<file path="src/rtl/display_seg_sequencer.sv">
// Multi-frame segment sequencer: expands a captured seed into pairwise XOR bits
// one pair per cycle, then presents one registered segment frame per handshake.
module display_seg_sequencer #(
  parameter int NB_SEGMENTS = 28,
  parameter int RNDSIZE     = 9,
  parameter int NB_FRAMES   = 8,
  localparam int NPAIRS     = RNDSIZE * (RNDSIZE - 1) / 2,
  localparam int FW         = (NB_FRAMES > 1) ? $clog2(NB_FRAMES) : 1
) (
  input  logic                   clk,
  input  logic                   rst_n,
  input  logic                   start,
  input  logic [NB_SEGMENTS-1:0] msg,
  input  logic                   z,
  input  logic [RNDSIZE-1:0]     seed,
  output logic                   busy,
  output logic                   out_valid,
  input  logic                   out_ready,
  output logic [NB_SEGMENTS-1:0] out_seg,
  output logic [FW-1:0]          out_frame,
  output logic                   done
);

  // Handshake: a frame transfers on any rising edge where out_valid and
  // out_ready are both high; out_valid depends only on registered state.

  localparam int KW = $clog2(NPAIRS + 1);
  localparam int IW = $clog2(RNDSIZE);

  typedef enum logic [1:0] {IDLE, EXPAND, EMIT} state_t;

  state_t                 state_q, state_d;
  logic [NB_SEGMENTS-1:0] msg_q;
  logic                   z_q;
  logic [RNDSIZE-1:0]     seed_q;
  logic [FW:0]            frame_q;
  logic [IW-1:0]          i_q, j_q;
  logic [KW-1:0]          k_q;
  logic [NPAIRS-1:0]      rndx_q, rndx_d;
  logic [2*RNDSIZE-1:0]   dbl;
  logic [RNDSIZE-1:0]     r_f;
  logic [NB_SEGMENTS-1:0] seg_d;
  logic                   last_pair, last_frame;

  assign last_pair  = (k_q == KW'(NPAIRS - 1));
  assign last_frame = (frame_q == (FW+1)'(NB_FRAMES - 1));
  assign busy       = (state_q != IDLE);
  assign out_frame  = frame_q[FW-1:0];

  always_ff @(posedge clk or negedge rst_n) begin
    if (!rst_n) state_q <= IDLE;
    else        state_q <= state_d;
  end

  always_comb begin
    state_d = state_q;
    case (state_q)
      IDLE:    if (start) state_d = EXPAND;
      EXPAND:  if (last_pair) state_d = EMIT;
      EMIT:    if (out_ready) state_d = last_frame ? IDLE : EXPAND;
      default: state_d = IDLE;
    endcase
  end

  // Rotating a doubled copy left keeps the wrapped bits in the upper half.
  always_comb begin
    dbl            = {seed_q, seed_q} << (int'(frame_q) % RNDSIZE);
    r_f            = dbl[2*RNDSIZE-1:RNDSIZE];
    rndx_d         = rndx_q;
    rndx_d[k_q]    = r_f[i_q] ^ r_f[j_q];
    seg_d          = '0;
    for (int s = 0; s < NB_SEGMENTS; s++)
      seg_d[s] = msg_q[s] | (z_q & rndx_d[s % NPAIRS]);
  end

  always_ff @(posedge clk or negedge rst_n) begin
    if (!rst_n) begin
      msg_q     <= '0;
      z_q       <= 1'b0;
      seed_q    <= '0;
      frame_q   <= '0;
      i_q       <= '0;
      j_q       <= '0;
      k_q       <= '0;
      rndx_q    <= '0;
      out_valid <= 1'b0;
      out_seg   <= '0;
      done      <= 1'b0;
    end else begin
      done <= 1'b0;
      case (state_q)
        IDLE: if (start) begin
          msg_q   <= msg;
          z_q     <= z;
          seed_q  <= seed;
          frame_q <= '0;
          i_q     <= '0;
          j_q     <= IW'(1);
          k_q     <= '0;
        end
        EXPAND: begin
          rndx_q <= rndx_d;
          k_q    <= k_q + KW'(1);
          if (j_q == IW'(RNDSIZE - 1)) begin
            i_q <= i_q + IW'(1);
            j_q <= i_q + IW'(2);
          end else begin
            j_q <= j_q + IW'(1);
          end
          // The final pair feeds the frame directly so out_seg is registered.
          if (last_pair) begin
            out_valid <= 1'b1;
            out_seg   <= seg_d;
          end
        end
        EMIT: if (out_ready) begin
          out_valid <= 1'b0;
          out_seg   <= '0;
          i_q       <= '0;
          j_q       <= IW'(1);
          k_q       <= '0;
          if (last_frame) done <= 1'b1;
          else            frame_q <= frame_q + (FW+1)'(1);
        end
        default: ;
      endcase
    end
  end

endmodule

</file>
<file path="config.mk">
export PLATFORM = sky130hd
export DESIGN_NAME = display_seg_sequencer
export DESIGN_NICKNAME = d
export VERILOG_FILES = /design/src/rtl/display_seg_sequencer.sv
export SDC_FILE = /design/constraint.sdc
export NUM_CORES = 1
export LEC_CHECK = 0
export ABC_AREA = 1
export BUFFER_PORTS_ARGS = -buffer_cell sky130_fd_sc_hd__buf_2
export CAP_MARGIN = 15
export CORE_MARGIN = 3
export CORE_UTILIZATION = 35
export CTS_CLUSTER_DIAMETER = 60
export DETAILED_ROUTE_END_ITERATION = 16
export PLACE_DENSITY = 0.6
export SLEW_MARGIN = 20
export SYNTH_ARGS = -nofsm -noshare
export SYNTH_HDL_FRONTEND = slang
export SYNTH_SLANG_ARGS = --single-unit
</file>
<file path="constraint.sdc">
create_clock -name clk -period 3.2 [get_ports clk]
set_clock_uncertainty 0.2 [all_clocks]
set_input_delay 0.48 -clock clk [delete_from_list [all_inputs] [get_ports clk]]
set_output_delay 0.48 -clock clk [all_outputs]
set_load 0.005 [all_outputs]
</file>
==> results.py, run 1 <==
metrics = {
    "run_status": {
        "status": "finished, final reports clean",
    },
    "logic_synthesis": {
        "ys_warn_count": 0,
        "syn_area_mm2": 0.00677,
        "synth_area_leaders": "dfrtp_1 (43%), nand2_1 (18%), nand3_1 (10%)",
        "synth_area_leader_cell": "dfrtp_1",
        "ys.flop_type": "dfrtp_1",
        "synth_edf_count": 0,
        "ys_seq_elements": 116,
        "synth_top_area_share_pct": 42.9,
        "yosysMostFrequentCell": "nand2_1",
        "ys_top_cells_by_count": "nand2_1 (322), nand3_1 (140), dfrtp_1 (116), inv_1 (72), nor2_1 (46)",
        "yosysSeqAreaShare_pct": 42.9,
        "async_flop_share_pct": 100,
        "syn_nets": 968,
        "synth_cells": 917,
        "synth.avg_cell_area_um2": 7.39,
        "yosysUniqueCellTypes": 37,
    },
    "power_and_ir_drop": {
        "p_per_area_mw_per_mm2": 987,
        "clkPwrFrac_pct": 21.8,
        "power_w": 0.00868,
        "peakVddDrop_mv": 0.776,
        "seqPwrFrac_pct": 28.9,
        "p_int_w": 0.00492,
        "p_comb_share_pct": 49.3,
        "leakagePower_nw": 4.28,
        "p_sw_share_pct": 43.3,
        "netSwitchingPower_w": 0.00376,
    },
    "floorplan": {
        "rows": 50,
        "core_mm2": 0.0188,
        "fp.dieH_um": 145,
        "dieArea_mm2": 0.0211,
        "ioPinCount": 76,
        "start_util_pct": 36.0,
        "die_w_um": 145,
    },
    "placement": {
        "place.port_buffers": 75,
        "place.gp.congestion": 0.862,
        "place_ws_ps": -137,
        "placedCellCount": 1245,
        "dp_hpwl_mm": 11.9,
    },
    "clock_tree": {
        "cts_tree": "done",
        "cts_sinks": 116,
        "clk_pin_slew_ps": 60,
        "htreeDepth": 4,
        "cts_max_path_buffers": 2,
        "clockRootBuffer": "clkbuf_16",
        "cts_buffers": 17,
        "clk_latency_ps": 420,
    },
    "grt": {
        "grtUsageTotal_pct": 16.9,
        "grt_pass1_vias": 5968,
        "gr-total-overflow": 0,
        "antenna_found_initial": 0,
        "grt_pass1_wl_mm": 29.6,
        "grt_max_degree": 54,
    },
    "cells_and_area": {
        "fin_util_pct": 46.7,
        "n_antenna_cell": 0,
        "drive_above_1_share_pct": 29.4,
        "finalNonFillerCells": 1294,
        "syn_to_final_growth_pct": 29.7,
        "n_fill_cell": 1839,
        "final_nets": 1073,
    },
    "routing": {
        "drc": 0,
        "dr_wl_met2_mm": 8.79,
        "routed_wl_mm": 18.2,
        "wl_per_cell_um": 14.1,
        "dr_wl_met3_um": 653,
        "drt_first_pass_iters": 5,
        "vias": 6303,
        "drtIter0Drc": 466,
        "highest_layer": "met4",
        "detail_route.vias_per_cell": 4.87,
        "wl_met1_mm": 8.45,
        "ant_nets": 0,
    },
    "timing": {
        "final_hold_viol_count": 0,
        "fin_hold_ws_ps": 59.4,
        "fin_crit_ps": 3170,
        "tightest_slew_ps": 694,
        "slew_viol_final": 0,
        "slew_headroom_pct": 53.7,
        "rsz0062_at_grt": "yes",
        "setup_viol": 0,
        "setup_ws_ps": 33.6,
        "max_freq_mhz": 316,
        "finalCritPeriodShare_pct": 99.0,
    },
    "critical_path": {
        "rr_worst_depth": 25,
        "cp.required_ps": 3300,
        "end_kind": "flop",
        "cp_slowest_cell": "dfrtp_1",
        "arrival_ps": 3270,
        "path_common_cell": "nand3_1",
        "crit_type": "reg2reg",
        "slowest_delay_ps": 380,
        "critPathBufInv": 6,
        "startpoint_type": "flop",
        "cp_top_family": "simple AND/OR/NAND/NOR gates",
        "crit_path_max_fanout": 10,
        "cp.depth": 25,
    },
    "run": {
        "drv_cap": 0,
    },
    "min_path": {
        "hold_path_depth": 3,
        "hp-class": "in2reg",
    },
}
per-stage QoR:
stage / TNS [ps] / instance area (um^2)
floorplan: 0 / 6770
detailed placement: -2540 / 7560
global route: -6070 / 8790
finish: 0 / 8790
global placement: -715 / 7560
CTS: 0 / 8220
cell usage in the layout, fill, tap and decap left out, types with 3 or more instances in the layout:
cell and instances:
inv_2 8, o22ai_1 4, nor2_2 3, ha_1 7
dfrtp_1 115, clkinv_2 4, nand4_1 5, nand3_2 55
nand2_4 7, buf_2 74, clkinvlp_4 3, clkbuf_8 4
buf_4 31, nor3_1 17, o21ai_0 38, clkbuf_16 20
nand2_1 301, nand2_8 6, nand3_1 107, nand3_4 8
inv_1 70, buf_12 7, nand2_2 25, a21oi_1 8
or2_2 30, nor2_1 43, buf_6 4
layer usage:
metal | GRT usage [%] | up-vias
li1 | - | 3174
met1 | 22.8 | 2945
met2 | 28.4 | 151
met3 | 3.03 | 33
met4 | 4.27 | 0
met5 | 0 | -
layout make-up:
type | instances | area [um^2] | area share (%)
multi-input combinational | 684 | 3770 | 42.9
sequential | 116 | 2900 | 33.0
tap | 260 | 325 | 3.70
timing repair buffer | 120 | 873 | 9.94
inverter | 83 | 327 | 3.72
clock inverter | 9 | 103 | 1.17
clock buffer | 22 | 484 | 5.51
worst min-delay path: stages:
cell	delay (ps)
buf_2	70
nand2_1	40
nand2_1	50
power by group through the flow:
stage | Clock, W | Sequential [W] | Combinational (W)
after floorplan | 0 | 0.00240 | 0.00276
after CTS | 0.00193 | 0.00249 | 0.00381
final | 0.00189 | 0.00251 | 0.00428
after global routing | 0.00201 | 0.00259 | 0.00478
after detailed placement | 0 | 0.00250 | 0.00361
after global placement | 0 | 0.00249 | 0.00358
sequential cells by signal (all words and copies together) (netlist names):
name       flops
done           1
rndx_q        28
state_q        2
out_valid      1
out_seg       28
j_q            4
msg_q         28
seed_q         9
frame_q        4
k_q            6
i_q            4
z_q            1
final timing paths:
path,startpoint,endpoint,slack [ps]
setup / recovery,frame_q[1],out_seg[1],30
hold / removal,seed[6],seed_q[6],60
setup reg to reg,frame_q[1],out_seg[1],30
hold reg to reg,out_seg[8],out_seg[8],260
max in group asynchronous,rst_n,msg_q[4],1590
min in group asynchronous,rst_n,out_seg[18],460
cells by family (layout without fill, tap and decap cells):
kind of cell    after synthesis  in the layout  share of synthesized area [%]
buf+inv                     121            234                           8.26
flops                       116            116                           42.9
simple gates                609            613                           41.8
compound gates               58             58                           4.91
fa+ha+maj                     9              9                           1.66
mux                           1              1                          0.148
xor+xnor                      3              3                          0.388
repair_timing:
| action | 4_1_cts | 5_1_grt |
|---|---|---|
| setup endpoints to repair | 37 | 56 |
| resized for setup | 6 | 87 |
| endpoints found under the hold margin | 51 | 0 |
| hold buffers | 1 | 0 |
| buffers inserted | 0 | 9 |
| cloned | 2 | 6 |
| pin swaps | 1 | 17 |
Power figures use the tool's default switching activity.
==> inputs of run 2 (changes only) <==
- ABC_AREA: 1 -> not set
- GPL_ROUTABILITY_DRIVEN: not set -> 0
- PLACE_DENSITY: 0.6 -> 0.61
==> results.py, run 2 <==
metrics = {
    "logic_synthesis": {
        "ys_seq_elements": 116,
        "synth_edf_count": 0,
        "ys_warn_count": 0,
        "synth_cells": 650,
        "synth_area_leaders": "dfrtp_1 (45%), mux2_2 (7.9%), a21oi_1 (5.5%)",
        "synth.avg_cell_area_um2": 9.85,
        "syn_nets": 701,
        "async_flop_share_pct": 100,
        "yosysSeqAreaShare_pct": 45.3,
        "ys.flop_type": "dfrtp_1",
        "ys_top_cells_by_count": "dfrtp_1 (116), a21oi_1 (71), mux2_2 (45), o21ai_0 (42)",
        "syn_area_mm2": 0.00640,
        "synth_top_area_share_pct": 45.3,
        "yosysMostFrequentCell": "dfrtp_1",
        "synth_area_leader_cell": "dfrtp_1",
        "yosysUniqueCellTypes": 64,
    },
    "critical_path": {
        "arrival_ps": 3630,
        "critPathBufInv": 3,
        "cp_top_family": "multiplexers",
        "rr_worst_depth": 14,
        "crit_type": "reg2reg",
        "startpoint_type": "flop",
        "crit_path_start": "frame_q[0]",
        "cp_slowest_cell": "mux4_2",
        "end_kind": "flop",
        "cp.depth": 14,
        "slowest_delay_ps": 520,
        "worstPathCellList": "inv_4 -> ha_4 -> mux2_2 -> mux2i_1 -> o32ai_2 -> mux4_2 -> nand3_2 -> o21ai_1 -> a211o_1 -> a21oi_4 -> xor2_4 -> buf_12 -> clkbuf_16 -> a31oi_1",
        "crit_end": "rndx_q[3]",
        "reg2reg_slack_ps": -380,
        "r2r_end": "rndx_q[3]",
        "cp.required_ps": 3250,
        "crit_path_max_fanout": 7,
        "r2r_start": "frame_q[0]",
    },
    "routing": {
        "ant_nets": 0,
        "detail_route.vias_per_cell": 5.63,
        "vias": 5610,
        "drt_first_pass_iters": 5,
        "drtIter0Drc": 409,
        "wl_per_cell_um": 18.1,
        "routed_wl_mm": 18.1,
        "drc": 0,
    },
    "clock_tree": {
        "cts_tree": "done",
        "cts_max_path_buffers": 2,
        "clk_pin_slew_ps": 60,
        "clk_latency_ps": 410,
        "cts_buffers": 17,
        "cts_sinks": 116,
        "clockRootBuffer": "clkbuf_16",
        "htreeDepth": 4,
    },
    "grt": {
        "grt_pass1_vias": 5533,
        "gr-total-overflow": 0,
        "antenna_found_initial": 0,
        "grtUsageTotal_pct": 17.7,
        "grt_pass1_wl_mm": 28.8,
        "grt_max_degree": 56,
    },
    "cells_and_area": {
        "n_antenna_cell": 0,
        "multi_input_area_mm2": 0.00347,
        "syn_to_final_growth_pct": 29.1,
        "top_regs": "msg_q: 28 flops, out_seg: 28 flops, rndx_q: 28 flops",
        "layout_common_cells": "dfrtp_1 (115), buf_2 (74), a21oi_1 (68)",
        "seq_area_mm2": 0.00290,
        "fin_util_pct": 47.0,
        "final_nets": 809,
        "n_fill_cell": 1655,
        "drive_above_1_share_pct": 35.3,
        "layout_commonest_cell": "dfrtp_1",
    },
    "timing": {
        "slew_viol_final": 0,
        "tightest_slew_ps": 1030,
        "final_hold_viol_count": 0,
        "setup_viol": 28,
        "max_freq_mhz": 279,
        "fin_hold_ws_ps": 76.2,
        "finalCritPeriodShare_pct": 112,
        "rsz0062_at_grt": "yes",
        "setup_ws_ps": -378,
        "slew_headroom_pct": 31.0,
        "fin_crit_ps": 3580,
    },
    "run": {
        "drv_cap": 0,
    },
    "min_path": {
        "hp-class": "in2reg",
    },
    "floorplan": {
        "rows": 48,
        "ioPinCount": 76,
        "core_mm2": 0.0176,
        "die_w_um": 141,
        "fp.dieH_um": 141,
        "dieArea_mm2": 0.0200,
        "start_util_pct": 36.4,
    },
    "power_and_ir_drop": {
        "peakVddDrop_mv": 0.843,
        "p_per_area_mw_per_mm2": 1300,
        "leakagePower_nw": 3.73,
        "power_w": 0.0107,
    },
    "placement": {
        "place.port_buffers": 75,
        "dp_hpwl_mm": 12.3,
    },
    "run_status": {
        "status": "complete, but fails checks",
        "violations": "setup timing",
    },
}
## run 2: cell count changes after synthesis, moves of 20 or more
cell	delta
a21o_1	+32
a21oi_1	+62
a31oi_1	+28
clkbuf_1	+20
inv_1	-64
mux2_2	+45
nand2_1	-285
nand3_1	-103
nand3_2	-29
or2_2	-28
## run 2: layout make-up
type	count	area share [%]
multi-input cells	467	41.9
flip-flops and latches	116	35.1
repair buffers	146	12.0
clock buffers	20	5.40
well taps	225	3.40
clock inverters	12	1.59
inverters	10	0.515
## run 2: layer usage
layer / GRT usage [%] / routed length (um)
met1: 23.9 / 8010
met2: 28.6 / 8850
met3: 3.67 / 862
met4: 5.81 / 331
met5: 0 / 0
## run 2: logic make-up after synthesis
group,count (synthesis),share of synthesized area [%]
AOI/OAI and AO/OA,229,23.0
xor gates and xnor gates,11,1.80
adders and majority gates,9,1.76
buffers and inverters,67,4.65
DFF,116,45.3
muxes,59,11.1
and+or+nand+nor,159,12.4
## run 2: stage by stage
step | worst slack [ps] | cells | setup TNS [ps] | cell area (um^2)
after global placement | -253 | 951 | -6770 | 7340
after detailed placement | -389 | 951 | -10320 | 7340
after global routing | -480 | 996 | -12820 | 8270
after floorplan | -423 | 650 | -10140 | 6500
final | -378 | 996 | -9900 | 8270
after CTS | -329 | 985 | -8570 | 7940
## run 2: worst reg2reg max path, cell delays in order, from the launching register on
cell,delay (ps)
dfrtp_2,430
inv_4,70
ha_4,310
mux2_2,340
mux2i_1,200
o32ai_2,140
mux4_2,520
nand3_2,100
o21ai_1,60
a211o_1,320
a21oi_4,170
xor2_4,180
buf_12,140
clkbuf_16,160
a31oi_1,80
## run 2: report_power, final
group          switching [W]  internal [W]
registers           0.000702       0.00218
clock network       0.000692       0.00117
logic                0.00303       0.00298
## run 2: repair_timing
action | in CTS | in global routing
pin swaps | 1 | 19
endpoints found under the hold margin | 52 | 0
hold buffers | 1 | 0
setup buffers | 1 | 8
gates resized for setup | 1 | 33
endpoints found under the setup margin | 28 | 28
cloned | 0 | 3
## run 2: how the worst min path moves through the flow
stage / endpoint / cells past startpoint / startpoint
after detailed placement: out_seg[23] / 2 / out_seg[23]
final: seed_q[1] / 3 / seed[1]
after floorplan: done / 0 / rst_n
after global placement: out_seg[26] / 2 / out_seg[26]
after CTS: seed_q[1] / 3 / seed[1]
after global routing: z_q / 2 / z
==> inputs of run 3 (changes only) <==
- PLACE_DENSITY: 0.61 -> not set
- PLACE_DENSITY_LB_ADDON: not set -> 0.08
==> results.py, run 3 (same netlist as run 2, synthesis figures left out) <==
metrics = {
    "grt": {
        "grt_max_degree": 84,
        "antenna_found_initial": 0,
        "grtUsageTotal_pct": 17.6,
        "grt_pass1_wl_mm": 28.5,
        "grt_pass1_vias": 5406,
        "gr-total-overflow": 0,
    },
    "critical_path": {
        "cp.required_ps": 3250,
        "startpoint_type": "flop",
        "rr_worst_depth": 16,
        "crit_path_max_fanout": 8,
        "end_kind": "flop",
        "slowest_delay_ps": 490,
        "arrival_ps": 3590,
        "worstPathCellList": "inv_4 -> ha_4 -> buf_6 -> mux4_2 -> inv_2 -> o32ai_4 -> buf_4 -> o22ai_1 -> or2_4 -> a211oi_2 -> a211o_1 -> a21oi_4 -> xor2_4 -> buf_12 -> clkbuf_16 -> a31oi_1",
        "cp_slowest_cell": "mux4_2",
        "crit_type": "reg2reg",
    },
    "timing": {
        "setup_ws_ps": -340,
        "setup_viol": 28,
        "finalCritPeriodShare_pct": 111,
        "slew_viol_final": 0,
        "slew_headroom_pct": 28.2,
        "rsz0062_at_grt": "yes",
        "final_hold_viol_count": 0,
        "tightest_slew_ps": 1080,
        "max_freq_mhz": 283,
        "tns_ps": -8790,
        "fin_crit_ps": 3540,
    },
    "clock_tree": {
        "cts_tree": "done",
        "cts_buffers": 17,
        "htreeDepth": 4,
        "clk_pin_slew_ps": 50,
        "clk_latency_ps": 410,
        "cts_max_path_buffers": 2,
        "clockRootBuffer": "clkbuf_16",
        "cts_sinks": 116,
    },
    "routing": {
        "drc": 0,
        "detail_route.vias_per_cell": 5.48,
        "routed_wl_mm": 17.6,
        "ant_nets": 0,
        "vias": 5422,
        "wl_per_cell_um": 17.8,
        "drtIter0Drc": 334,
        "drt_first_pass_iters": 4,
    },
    "run_status": {
        "status": "complete, but fails checks",
        "violations": "setup timing",
    },
    "cells_and_area": {
        "top_regs": "msg_q: 28 flops, out_seg: 28 flops, rndx_q: 28 flops",
        "multi_input_area_mm2": 0.00346,
        "seq_area_mm2": 0.00290,
        "layout_common_cells": "dfrtp_1 (115), buf_2 (74), a21oi_1 (69)",
        "syn_to_final_growth_pct": 28.8,
        "fin_util_pct": 46.9,
        "n_antenna_cell": 0,
        "drive_above_1_share_pct": 34.3,
        "stdcell_area_mm2": 0.00825,
        "n_fill_cell": 1725,
        "finalNonFillerCells": 989,
        "final_nets": 803,
        "layout_commonest_cell": "dfrtp_1",
    },
    "placement": {
        "placedCellCount": 947,
        "dp_hpwl_mm": 11.8,
        "place_ws_ps": -345,
        "place.port_buffers": 75,
        "placed_area_mm2": 0.00732,
    },
    "min_path": {
        "hold_path_depth": 3,
        "hp-class": "in2reg",
    },
    "power_and_ir_drop": {
        "peakVddDrop_mv": 0.655,
        "p_per_area_mw_per_mm2": 1310,
        "leakagePower_nw": 3.71,
    },
    "floorplan": {
        "ioPinCount": 76,
        "die_w_um": 141,
        "dieArea_mm2": 0.0200,
        "rows": 48,
        "core_mm2": 0.0176,
        "start_util_pct": 36.4,
        "fp.dieH_um": 141,
    },
    "run": {
        "drv_cap": 0,
    },
}
## run 3: cell count changes in the layout (fill, tap and decap cells not counted), moves of 2 or more
cell | before | now
a31oi_1 | 20 | 23
a31oi_2 | 3 | 1
buf_16 | 0 | 2
buf_4 | 64 | 57
clkbuf_8 | 1 | 3
## run 3: metrics by stage
stage / hold slack [ps] / total power [W]
2_1_floorplan: -15.6 / 0.00612
3_3_place_gp: 254 / 0.00747
3_5_place_dp: 263 / 0.00757
4_1_cts: 65.3 / 0.0104
5_1_grt: 84.4 / 0.0116
6_report: 85.2 / 0.0108
## run 3: critical path, delay by kind of cell, from the launching register on
family / cells / cell delay, ps
AO/OA/AOI/OAI: 6 / 860
XOR/XNOR: 1 / 180
adder cells (fa/ha/maj): 1 / 340
buffers and inverters: 6 / 740
flip-flops: 1 / 420
multiplexers: 1 / 490
AND/OR/NAND/NOR: 1 / 150
## run 3: worst paths after layout
path	start	slack, ps	endpoint
worst min-delay path	seed[1]	90	seed_q[1]
min in group asynchronous	rst_n	360	out_seg[17]
max in group asynchronous	rst_n	1610	k_q[2]
worst min register to register	out_seg[0]	290	out_seg[0]
worst max register to register	frame_q[0]	-340	rndx_q[14]
worst max-delay path	frame_q[0]	-340	rndx_q[14]
## run 3: report_power, final
part,total (W),leakage (nW),internal (W),switching [W]
clock network,0.00185,0.275,0.00120,0.000652
registers,0.00286,1.40,0.00218,0.000679
logic,0.00612,2.03,0.00313,0.00300
total,0.0108,3.71,0.00651,0.00433
## run 3: metal layers
metal  GRT usage [%]  vias to the layer above  wire length [um]
met1            23.1                     2713              7930
li1                -                     2604                 -
met4            5.20                        0               168
met5               0                        -                 0
met3            2.90                       14               444
met2            30.2                       91              9050
## run 3: area by class of cell
type | instances | share of cell area, %
Tap cell | 225 | 3.41
Clock inverter | 8 | 1.23
Clock buffer | 23 | 5.79
Timing Repair Buffer | 140 | 11.9
Multi-Input combinational cell | 467 | 42.0
Inverter | 10 | 0.516
Sequential cell | 116 | 35.2
## run 3: timing repair
action	4_1_cts	5_1_grt
gates cloned	2	1
setup endpoints to repair	28	28
pin swaps	2	14
gates resized for setup	20	17
buffers inserted	3	4
hold buffers	1	0
hold endpoints to repair	33	0
